**src/rtl/translation_pkg.sv**
```systemverilog
// rtl/translation_pkg.sv - shared widths, limits, FSM encoding and subtract helpers
package translation_pkg;

    localparam int X_W  = 12;
    localparam int Y_W  = 11;
    localparam int D_W  = 5;
    localparam int WX_W = 12;
    localparam int WY_W = 12;
    localparam int PAYLOAD_W = 2 + WX_W + WY_W;

    localparam logic signed [WX_W-1:0] X_MAX = 12'sd2047;
    localparam logic signed [WX_W-1:0] X_MIN = -12'sd2048;

    typedef enum logic [1:0] {
        IDLE   = 2'd0,
        STREAM = 2'd1,
        DRAIN  = 2'd2
    } state_t;

    // x - d in 13 bits, then clamp to the 12-bit world range; returns {clip, x}
    function automatic logic [WX_W:0] sub_sat_x(input logic signed [X_W-1:0] x,
                                                input logic signed [D_W-1:0] d);
        logic [X_W:0] diff;
        diff = {x[X_W-1], x} - {{(X_W+1-D_W){d[D_W-1]}}, d};
        // the two top bits disagree exactly when the result left the 12-bit range
        if (diff[X_W] != diff[X_W-1]) begin
            sub_sat_x = diff[X_W] ? {1'b1, X_MIN} : {1'b1, X_MAX};
        end else begin
            sub_sat_x = {1'b0, diff[WX_W-1:0]};
        end
    endfunction

    // y widened to 12 bits before subtracting, so the result always fits
    function automatic logic [WY_W-1:0] sub_y(input logic signed [Y_W-1:0] y,
                                              input logic signed [D_W-1:0] d);
        sub_y = {y[Y_W-1], y} - {{(WY_W-D_W){d[D_W-1]}}, d};
    endfunction

endpackage

```
**src/rtl/point_fifo.sv**
```systemverilog
// rtl/point_fifo.sv - synchronous point FIFO with registered storage and head read-out
module point_fifo #(
    parameter int DEPTH = 4,
    parameter int W     = 26
) (
    input  logic                       clk,
    input  logic                       reset,
    input  logic                       push,
    input  logic [W-1:0]               wdata,
    input  logic                       pop,
    output logic [W-1:0]               rdata,
    output logic                       valid,
    output logic [$clog2(DEPTH):0]     count
);

    localparam int AW = $clog2(DEPTH);
    localparam int CW = AW + 1;

    logic [W-1:0]  mem [DEPTH];
    logic [AW-1:0] wr_ptr;
    logic [AW-1:0] rd_ptr;

    // storage, pointers and occupancy; cleared so the head reads zero after reset
    always_ff @(posedge clk) begin
        if (reset) begin
            for (int i = 0; i < DEPTH; i++) begin
                mem[i] <= '0;
            end
            wr_ptr <= '0;
            rd_ptr <= '0;
            count  <= '0;
        end else begin
            if (push) begin
                mem[wr_ptr] <= wdata;
                wr_ptr      <= wr_ptr + AW'(1);
            end
            if (pop) begin
                rd_ptr <= rd_ptr + AW'(1);
            end
            case ({push, pop})
                2'b10:   count <= count + CW'(1);
                2'b01:   count <= count - CW'(1);
                default: count <= count;
            endcase
        end
    end

    assign rdata = mem[rd_ptr];
    assign valid = (count != '0);

endmodule

```
**src/rtl/inverse_translation.sv**
```systemverilog
// rtl/inverse_translation.sv - screen-to-world point translation with frame-deferred offset reload
module inverse_translation
    import translation_pkg::*;
#(
    parameter int DEPTH = 4
) (
    input  logic                   clk,
    input  logic                   reset,
    input  logic signed [D_W-1:0]  dist_in,
    input  logic                   load_dist,
    input  logic                   in_valid,
    output logic                   in_ready,
    input  logic signed [X_W-1:0]  in_x,
    input  logic signed [Y_W-1:0]  in_y,
    input  logic                   in_last,
    output logic                   out_valid,
    input  logic                   out_ready,
    output logic signed [WX_W-1:0] out_x,
    output logic signed [WY_W-1:0] out_y,
    output logic                   out_last,
    output logic                   out_clip,
    output logic                   busy
);

    localparam int CW = $clog2(DEPTH) + 1;

    state_t                state;
    state_t                state_next;
    logic signed [D_W-1:0] dist_reg;
    logic signed [D_W-1:0] pend_dist;
    logic                  pend_valid;
    logic [CW-1:0]         count;
    logic                  accept;
    logic                  pop;
    logic                  drain_done;
    logic                  direct_load;
    logic [WX_W:0]         x_res;
    logic [WY_W-1:0]       y_res;
    logic [PAYLOAD_W-1:0]  wdata;
    logic [PAYLOAD_W-1:0]  rdata;

    assign in_ready    = (state != DRAIN) && (count < CW'(DEPTH)) && !(state == IDLE && load_dist);
    assign accept      = in_valid && in_ready;
    assign pop         = out_valid && out_ready;
    // DRAIN never pushes, so the FIFO is empty after this edge iff it is empty now or loses its last entry
    assign drain_done  = (state == DRAIN) && ((count == '0) || (count == CW'(1) && pop));
    assign direct_load = load_dist && (state == IDLE) && (count == '0);

    assign x_res = sub_sat_x(in_x, dist_reg);
    assign y_res = sub_y(in_y, dist_reg);
    assign wdata = {in_last, x_res[WX_W], x_res[WX_W-1:0], y_res};

    point_fifo #(
        .DEPTH (DEPTH),
        .W     (PAYLOAD_W)
    ) u_fifo (
        .clk   (clk),
        .reset (reset),
        .push  (accept),
        .wdata (wdata),
        .pop   (pop),
        .rdata (rdata),
        .valid (out_valid),
        .count (count)
    );

    assign out_last = rdata[PAYLOAD_W-1];
    assign out_clip = rdata[PAYLOAD_W-2];
    assign out_x    = rdata[WX_W+WY_W-1:WY_W];
    assign out_y    = rdata[WY_W-1:0];
    assign busy     = (state != IDLE) || (count != '0);

    // frame state register
    always_ff @(posedge clk) begin
        if (reset) begin
            state <= IDLE;
        end else begin
            state <= state_next;
        end
    end

    // frame progression: first point opens a frame, the last point closes it, drain ends it
    always_comb begin
        state_next = state;
        case (state)
            IDLE: begin
                if (accept) begin
                    state_next = in_last ? DRAIN : STREAM;
                end
            end
            STREAM: begin
                if (accept && in_last) begin
                    state_next = DRAIN;
                end
            end
            DRAIN: begin
                if (drain_done) begin
                    state_next = IDLE;
                end
            end
            default: state_next = IDLE;
        endcase
    end

    // offset register: immediate load between frames, otherwise held until the frame boundary
    always_ff @(posedge clk) begin
        if (reset) begin
            dist_reg   <= '0;
            pend_dist  <= '0;
            pend_valid <= 1'b0;
        end else if (drain_done) begin
            if (load_dist) begin
                dist_reg <= dist_in;
            end else if (pend_valid) begin
                dist_reg <= pend_dist;
            end
            pend_valid <= 1'b0;
        end else if (direct_load) begin
            dist_reg <= dist_in;
        end else if (load_dist) begin
            pend_dist  <= dist_in;
            pend_valid <= 1'b1;
        end
    end

endmodule

```
**config.mk**
```make
export PLATFORM = sky130hd
export DESIGN_NAME = inverse_translation
export DESIGN_NICKNAME = d
export VERILOG_FILES = /design/src/rtl/translation_pkg.sv /design/src/rtl/point_fifo.sv /design/src/rtl/inverse_translation.sv
export SDC_FILE = /design/constraint.sdc
export NUM_CORES = 1
export LEC_CHECK = 0
export CAP_MARGIN = 15
export CORE_ASPECT_RATIO = 1.2
export CORE_MARGIN = 8
export CORE_UTILIZATION = 45
export DETAILED_ROUTE_END_ITERATION = 8
export PLACE_DENSITY = 0.76
export SLEW_MARGIN = 20
export SYNTH_ARGS = -nofsm -noshare
export SYNTH_HDL_FRONTEND = slang
export SYNTH_HIERARCHICAL = 1
export SYNTH_SLANG_ARGS = --single-unit
```
**constraint.sdc**
```tcl
create_clock -name clk -period 8.3 [get_ports clk]
set_input_delay 1.66 -clock clk [delete_from_list [all_inputs] [get_ports clk]]
set_output_delay 1.66 -clock clk [all_outputs]
set_load 0.05 [all_outputs]
```
==> impl_results.md <==
- Register area share after synthesis: 0.509
- Clock sinks: 126
- GRT Overall Usage: 0.157
- Worst-Skew Late Latency: 0.40 ns
- CP required: 6.64 ns
- R2r setup slk: 5.07 ns
- CTS resizes: 0
- Sw Share: 0.388
- Slew Limit Headroom: 0.306
- Seq cells post-synth: roughly 130
- Largest net degree at the start of global routing: 30
- Final Hold Viols: 0
- Detail Route Antenna Nets: 0
- Initial Util: 0.455
- I/O Buffers: 62
- Leak Pwr: approximately 3.1 nW
- First-pass GRT wire length: between 20000 and 25000 um
- Synthesis warning total: 6
- Arrival time of the worst setup path: 3.32 ns
- Clock network fraction of total power: 0.260
- # setup viols final: 0
- Async SR Flop Fraction: 0
- Leading post-synthesis cells by cell area: edfxtp_1, and2_1, mux4_2
- Total number of vias: around 4600
- Syn avg cell area: around 12 um^2
- Ports: 63
- Gr ovfl total: 0
- DP Worst Slack: roughly 3.3 ns
- Worst Skew: 0.00786 ns
- Core area: between 15000 and 20000 um^2
- Largest area contributor in the netlist: edfxtp_1
- Internal power: between 1.5 and 2 mW
- Share of cells above drive strength 1: 0.136
- Crit start category: input port
- Clock Tree Root: clkbuf_16
- Critical path class: in -> out
- Post-synth EDFFs: between 100 and 150
- Clock H-tree levels: 4
- Ys flop type: edfxtp_1
- Initial antenna violation count: 0
- Netlist cell types: 62
- Routed WL: roughly 15000 um
- TritonCTS Buffers: 17
- CTS clock-pin slew for the worst setup and hold paths: ~0.06 ns
- Max reg flops: around 100
- Setup repair after global routing missed its margin: no
- DRT iter0 DRCs: 368
- Final Power: a little under 3 mW
- Count leader, synth: and2_1
- Die area: ~20000 um^2
- Vias in the first global route: 4852
- # nets final: 697
- Inserted Diodes: 0
- Routability cong.: between 0.9 and 1
- Drt wl/cell: between 15 and 20 um
- CTS tree: built
- Status: complete, no violations
- Maxcap violations: 0
- Crit-path max FO: 5
- FMAX: 201 MHz
- Mapped Area: ~7000 um^2
- Worst-margin pin slew: between 1 and 1.5 ns
- Fin crit share: 0.600
- Post-route setup slack: about 3.3 ns
- Die Wd: between 100 and 150 um
- Worst setup EP type: output port
- Sw power: around 1.1 mW
- # rows: 50
- DIE HEIGHT: 153 um
- Vias per cell: ~5.4
- Worst VDD drop: 0.000212 V
- Setup TNS after final layout: 0 ns
- Crit path time final: 4.98 ns
- Reg power frac: 0.297
- Combinational fraction of design power: 0.443
- Synthesized instance count: around 580
- Post-cts hold buffer count: 0
- Router iterations before antenna repair: 4
- Syn_nets: roughly 640
- Clock tree buffer depth: 2
- DRC: 0
- Synth-to-layout area growth: 20.0%
- Hold/Removal Path Class: reg -> reg
- Max-slew violation count: 0
- Synth top cells by count: and2_1, edfxtp_1, nor2_1
- Dpl hpwl: approximately 10000 um
- Post-CTS setup buffers: 0
- Area fraction of the dominant cell type after synthesis: 0.446
- Power Density: roughly 350 nW/um^2
worst paths after layout:
path	from	to	cells after the start
worst max-delay path	load_dist	in_ready	5
worst min-delay path	pend_dist[1]	pend_dist[1]	2
worst max register to register	dist_reg[4]	u_fifo/mem[3][24]	9
worst min register to register	pend_dist[1]	pend_dist[1]	2
layout by cell type (no fill, tap or decap), drive strengths merged, types with 4 or more instances in the layout:
cell / instances
bufinv: 4
o21ai: 35
nor3: 8
clkinv: 6
o21a: 5
clkbuf: 17
clkdlybuf4s50: 62
a211oi: 6
nand3: 20
xnor2: 13
o211ai: 7
xor2: 6
dfxtp: 22
nand2b: 7
or3: 4
inv: 21
nand2: 23
a21oi: 19
nor2b: 10
mux2i: 7
nor2: 35
and2: 106
mux4: 26
ha: 24
edfxtp: 104
per-stage QoR:
stage | hold WS (ns) | utilization | cell area, um^2 | cells
after detailed placement | 0.466 | 0.505 | 7760 | 824
after global placement | 0.462 | 0.504 | 7760 | 824
final | 0.478 | 0.546 | 8400 | 856
after CTS | 0.474 | 0.545 | 8380 | 855
after global routing | 0.498 | 0.546 | 8400 | 856
after floorplan | 0.453 | - | 7000 | 577
cells by family after synthesis:
group,Yosys count,synth area share
simple gates,228,0.192
flops,126,0.509
compound gates,99,0.0943
buf+inv,45,0.0356
mux,33,0.0936
fa+ha+maj,27,0.0515
xor+xnor,19,0.0238
worst max-delay path, stage by stage:
cell and delay, ns:
clkdlybuf4s50_1 0.51, nor2_1 0.13, nor2_1 0.05, nor2_1 0.14
clkdlybuf4s50_1 0.83
cell type report:
cell class / instances / area [um^2]
repair buffers: 65 / 647
fillers: 1280 / 6990
well taps: 208 / 260
multi-input cells: 406 / 3230
flip-flops and latches: 126 / 3570
inverters: 20 / 75.1
clock buffers: 17 / 425
clock inverters: 14 / 193
power by group through the flow:
| stage | clock network [mW] | registers (mW) | logic, mW |
|---|---|---|---|
| floorplan | 0 | 0.830 | 1.03 |
| global placement | 0 | 0.882 | 1.25 |
| detailed placement | 0 | 0.889 | 1.30 |
| CTS | 0.777 | 0.877 | 1.30 |
| global route | 0.803 | 0.891 | 1.41 |
| finish | 0.765 | 0.872 | 1.30 |
per-layer routing:
metal	global-route usage	wire length [um]
met3	0.0434	990
met4	0.0455	150
met2	0.284	8180
met1	0.174	5800
met5	0	0
No activity file was read; power rests on OpenSTA's default activity.
